### src/rtl/ram2149_pkg.sv
// Shared types and widths for the 2149 SRAM initiator.
package ram2149_pkg;

    typedef enum logic [1:0] {
        IDLE  = 2'd0,
        LO    = 2'd1,
        HI    = 2'd2,
        CLEAR = 2'd3
    } ram2149_state_t;

    localparam int NIB_W  = 4;
    localparam int BYTE_W = 8;

endpackage

### src/rtl/ram2149_master.sv
// Byte-wide initiator for a 1Kx4 2149-style SRAM: splits each byte request
// into a low-nibble then high-nibble access and offers a whole-array fill.
// Every RAM pin comes straight from a flop; the pin flops load the values
// computed for the state being entered, so pins and state change together.
//
// Request handshake: a request transfers on a rising edge where
// req_valid & req_ready are both high; req_addr/req_we/req_wdata must be
// stable while req_valid is high and are latched at that edge. req_ready is
// low while busy, while a clear is pending and while clr_start is high.
// rsp_valid is a single-cycle pulse with no backpressure.
module ram2149_master
    import ram2149_pkg::*;
#(
    parameter int ADDR_W = 10
) (
    input  logic                 clk,
    input  logic                 reset,
    input  logic                 req_valid,
    output logic                 req_ready,
    input  logic                 req_we,
    input  logic [ADDR_W-2:0]    req_addr,
    input  logic [BYTE_W-1:0]    req_wdata,
    output logic                 rsp_valid,
    output logic [BYTE_W-1:0]    rsp_rdata,
    input  logic                 clr_start,
    input  logic [NIB_W-1:0]     clr_data,
    output logic                 clr_busy,
    output logic [ADDR_W-1:0]    ram_A,
    output logic [NIB_W-1:0]     ram_Din,
    input  logic [NIB_W-1:0]     ram_Dout,
    output logic                 ram_CS_b,
    output logic                 ram_WE_b,
    output ram2149_state_t       dbg_state
);

    ram2149_state_t    state_q, state_n;
    logic [ADDR_W-2:0] addr_q;
    logic              we_q;
    logic [BYTE_W-1:0] wdata_q;
    logic [NIB_W-1:0]  lo_q;
    logic              clr_pend_q;
    logic              accept;

    // Next values for the registered pins and busy flag
    logic [ADDR_W-1:0] a_n;
    logic [NIB_W-1:0]  din_n;
    logic              cs_b_n;
    logic              we_b_n;
    logic              busy_n;

    assign req_ready = (state_q == IDLE) & ~clr_pend_q & ~clr_start;
    assign accept    = req_valid & req_ready;
    assign dbg_state = state_q;

    // State register
    always_ff @(posedge clk or posedge reset) begin
        if (reset) state_q <= IDLE;
        else       state_q <= state_n;
    end

    // Next-state logic: a clear (new or pending) outranks a request in IDLE
    always_comb begin
        state_n = state_q;
        case (state_q)
            IDLE: begin
                if (clr_start || clr_pend_q) state_n = CLEAR;
                else if (req_valid)          state_n = LO;
            end
            LO:    state_n = HI;
            HI:    state_n = IDLE;
            CLEAR: if (ram_A == '1) state_n = IDLE;
            default: state_n = IDLE;
        endcase
    end

    // Output logic: pin values for the cycle that starts at the next edge
    always_comb begin
        a_n    = ram_A;
        din_n  = ram_Din;
        cs_b_n = 1'b1;
        we_b_n = 1'b1;
        busy_n = (state_n == CLEAR);
        case (state_q)
            IDLE: begin
                if (state_n == CLEAR) begin
                    a_n    = '0;
                    din_n  = clr_data;
                    cs_b_n = 1'b0;
                    we_b_n = 1'b0;
                end else if (state_n == LO) begin
                    a_n    = {req_addr, 1'b0};
                    din_n  = req_wdata[NIB_W-1:0];
                    cs_b_n = 1'b0;
                    we_b_n = ~req_we;
                end
            end
            LO: begin
                a_n    = {addr_q, 1'b1};
                din_n  = wdata_q[BYTE_W-1:NIB_W];
                cs_b_n = 1'b0;
                we_b_n = ~we_q;
            end
            CLEAR: begin
                if (state_n == CLEAR) begin
                    a_n    = ram_A + ADDR_W'(1);
                    cs_b_n = 1'b0;
                    we_b_n = 1'b0;
                end
            end
            default: ;
        endcase
    end

    // Pin and busy registers; reset forces the pins idle immediately
    always_ff @(posedge clk or posedge reset) begin
        if (reset) begin
            ram_A    <= '0;
            ram_Din  <= '0;
            ram_CS_b <= 1'b1;
            ram_WE_b <= 1'b1;
            clr_busy <= 1'b0;
        end else begin
            ram_A    <= a_n;
            ram_Din  <= din_n;
            ram_CS_b <= cs_b_n;
            ram_WE_b <= we_b_n;
            clr_busy <= busy_n;
        end
    end

    // Request latch, read-nibble capture, response and pending-clear tracking
    always_ff @(posedge clk or posedge reset) begin
        if (reset) begin
            addr_q     <= '0;
            we_q       <= 1'b0;
            wdata_q    <= '0;
            lo_q       <= '0;
            rsp_valid  <= 1'b0;
            rsp_rdata  <= '0;
            clr_pend_q <= 1'b0;
        end else begin
            rsp_valid <= 1'b0;
            if (accept) begin
                addr_q  <= req_addr;
                we_q    <= req_we;
                wdata_q <= req_wdata;
            end
            if (state_q == LO && !we_q) lo_q <= ram_Dout;
            if (state_q == HI && !we_q) begin
                rsp_valid <= 1'b1;
                rsp_rdata <= {ram_Dout, lo_q};
            end
            if (clr_start && (state_q == LO || state_q == HI)) clr_pend_q <= 1'b1;
            else if (state_q == IDLE && state_n == CLEAR)      clr_pend_q <= 1'b0;
        end
    end

endmodule
### config.mk
export PLATFORM = sky130hd
export DESIGN_NAME = ram2149_master
export DESIGN_NICKNAME = d
export VERILOG_FILES = /design/src/rtl/ram2149_pkg.sv /design/src/rtl/ram2149_master.sv
export SDC_FILE = /design/constraint.sdc
export NUM_CORES = 1
export LEC_CHECK = 0
export ABC_AREA = 1
export BUFFER_PORTS_ARGS = -buffer_cell sky130_fd_sc_hd__clkbuf_2
export CORE_MARGIN = 5
export CORE_UTILIZATION = 57
export DETAILED_ROUTE_END_ITERATION = 10
export PLACE_DENSITY = 0.92
export SKIP_CTS_REPAIR_TIMING = 1
export SLEW_MARGIN = 20
export SYNTH_ARGS = -nofsm -noshare
export SYNTH_HDL_FRONTEND = slang
export SYNTH_SLANG_ARGS = --single-unit
### constraint.sdc
create_clock -name clk -period 2.55 [get_ports clk]
set_clock_uncertainty 0.05 [all_clocks]
set_input_delay 0.3825 -clock clk [delete_from_list [all_inputs] [get_ports clk]]
set_output_delay 0.3825 -clock clk [all_outputs]
set_load 0.03 [all_outputs]
==> impl_metrics.env <==
export IMPL_grt_util_all_layers=0.230
export IMPL_drv_cap=0
export IMPL_die_area_um2=5740
export IMPL_numCtsBuffers=5
export IMPL_grt_overflow=0
export IMPL_critPathKind="reg -> reg"
export IMPL_via_per_inst=5.26
export IMPL_ant_nets=0
export IMPL_clkLatencyLatePin_ns=0.30
export IMPL_grt_max_degree=48
export IMPL_drive_gt1_frac=0.233
export IMPL_area_growth_syn_to_layout_pct=17.5
export IMPL_drc=0
export IMPL_fmax_mhz=471
export IMPL_cp_common_cell="nand2_1"
export IMPL_crit_required_ns=2.69
export IMPL_total_power_mw=3.89
export IMPL_setup_viol=0
export IMPL_crit_buf_inv=1
export IMPL_synth_cell_type_count=30
export IMPL_clk_path_buf_depth=2
export IMPL_p_leak_nw=1.65
export IMPL_cp_cell_sequence="ha_1 -> nand2_1 -> inv_1 -> nand3_2 -> nand2_4 -> nand3_4 -> nand2_2 -> nand3_2 -> nand2_1 -> nand2_1"
export IMPL_syn_nets=362
export IMPL_status="finished clean"
export IMPL_netlist_area_um2=2470
export IMPL_final_common_cell="nand2_1"
export IMPL_ys_seq_elements=47
export IMPL_p_per_area_nw_per_um2=1340
export IMPL_cp_arrival_ns=2.26
export IMPL_dr_pass1_iters=5
export IMPL_std_cell_rows=24
export IMPL_pin_count=59
export IMPL_gp_congestion=0.982
export IMPL_slowest_stage="dfrtp_1"
export IMPL_cp_slowest_stage_delay_ns=0.44
export IMPL_final_period_utilization=0.832
export IMPL_initial_core_util=0.578
export IMPL_n_antenna_cell=0
export IMPL_core_area_um2=4260
export IMPL_cts_sinks=47
export IMPL_num_vias=2309
export IMPL_num_nets_final=421
export IMPL_antenna_found_initial=0
export IMPL_wl_per_cell_um=13.7
export IMPL_layout_common_cells="nand2_1 (114), clkbuf_2 (58), dfrtp_1 (45), inv_1 (41), nand3_1 (28)"
export IMPL_relSlewSlack=0.465
export IMPL_root_buffer="clkbuf_8"
export IMPL_seq_area_frac_synth=0.478
export IMPL_worst_path_max_fanout=17
export IMPL_syn_inst=327
export IMPL_tns_ns=0
export IMPL_yosysWarnings=0
export IMPL_layout_min_cycle_time_ns=2.12
export IMPL_grt_pass1_vias=2257
export IMPL_report_final_slew_viol_count=0
export IMPL_fp_dieW_um=75.8
export IMPL_die_height_um=75.8
export IMPL_end_kind="flop"
export IMPL_grt_pass1_wl_um=10000
export IMPL_rsz0062_at_grt="no"
export IMPL_htree_levels=2
export IMPL_cts_tree="built"
export IMPL_clkSlewWorstSetupHoldPaths_ns=0.09
export IMPL_dp_hpwl_um=4510
export IMPL_drt_iter0_markers=231
export IMPL_startpoint_type="flop"
export IMPL_min_path_type="in -> async"
export IMPL_portBuffers=58
export IMPL_worst_pin_slew_ns=0.800
export IMPL_crit_family="simple AND/OR/NAND/NOR gates"
export IMPL_vdd_drop_max_v=0.000628
export IMPL_syn_area_per_cell_um2=7.54
export IMPL_finalHoldViolCount=0
export IMPL_nFillCells=359
export IMPL_drt_wl_total_um=6000
[power by group]
part,internal [mW],switching [mW],total [mW]
Sequential,1.10,0.237,1.33
Combinational,0.615,1.46,2.08
Clock,0.221,0.254,0.475
[cell type report]
class	count	area [um2]	area share
flip-flops and latches	47	1180	0.407
multi-input cells	226	1080	0.371
repair buffers	60	305	0.105
inverters	46	174	0.0600
clock buffers	6	82.6	0.0285
well taps	52	65.1	0.0225
clock inverters	2	16.3	0.00561
[per-layer routing]
| layer | GRT usage | vias up | wire (um) |
|---|---|---|---|
| met5 | 0 | - | 0 |
| met4 | 0.0893 | 0 | 180 |
| met3 | 0.0475 | 18 | 454 |
| met2 | 0.378 | 116 | 2920 |
| met1 | 0.297 | 1038 | 2450 |
| li1 | - | 1137 | - |
[cell families after synthesis]
| group | share of synthesized area |
|---|---|
| buf+inv | 0.0857 |
| compound gates | 0.0893 |
| flops | 0.478 |
| simple gates | 0.318 |
| xor+xnor | 0.00355 |
| fa+ha+maj | 0.0254 |
[worst register-to-register path, stage by stage, from the launching register on]
cell and delay (ns):
dfrtp_1 0.44, ha_1 0.42, nand2_1 0.10, inv_1 0.07, nand3_2 0.09, nand2_4 0.12, nand3_4 0.20, nand2_2 0.16
nand3_2 0.19, nand2_1 0.11, nand2_1 0.07
[Yosys cell counts]
cell	number	area share
xor2_1	1	0.0036
inv_2	4	0.0061
nand2_2	6	0.015
a21oi_2	1	0.0036
nand4_1	2	0.0051
or2_2	1	0.0025
nand3_2	3	0.012
nor3_1	1	0.0020
inv_1	42	0.064
o21ai_0	21	0.043
a31oi_1	1	0.0025
dfrtp_1	45	0.46
buf_2	1	0.0020
o21bai_1	1	0.0030
nor2_4	1	0.0046
nor2_2	1	0.0025
o21a_1	2	0.0061
a22o_1	1	0.0036
dfstp_2	2	0.021
o21ai_1	2	0.0041
nand2_4	1	0.0046
nor2_1	21	0.032
nand3_4	1	0.0071
a32oi_1	1	0.0036
a21oi_1	10	0.020
nand2_1	114	0.17
ha_1	5	0.025
buf_6	1	0.0046
clkbuf_1	6	0.0091
nand3_1	28	0.057
[metrics by stage]
stage               hold WS (ns)  setup slack [ns]   util  std cells  instance area, um2
floorplan                  0.397             0.596      -        327                2470
global placement           0.404             0.574  0.656        431                2800
detailed placement         0.413             0.455  0.656        431                2800
CTS                        0.255             0.438  0.679        439                2900
global route               0.201             0.254  0.680        439                2900
finish                     0.125             0.429  0.680        439                2900
[path summary, 6_finish.rpt]
kind	start	end	slack, ns	cells after the start
worst min-delay path	reset	ram_Din[3]	0.13	2
worst max-delay path	dbg_state[0]	ram_A[0]	0.43	10
max in group asynchronous	reset	ram_A[4]	1.85	2
min in group clk	clr_start	clr_pend_q	0.26	3
worst max register to register	dbg_state[0]	ram_A[0]	0.43	10
worst min register to register	rsp_rdata[1]	rsp_rdata[1]	0.43	2
[registers in the layout (all words and copies together) (netlist names)]
signal	count
addr_q	9
clr_busy	1
clr_pend_q	1
dbg_state	2
lo_q	4
ram_A	10
ram_CS_b	1
ram_Din	4
ram_WE_b	1
rsp_rdata	8
rsp_valid	1
wdata_q	4
we_q	1
No activity file was read; power rests on OpenSTA's default activity.
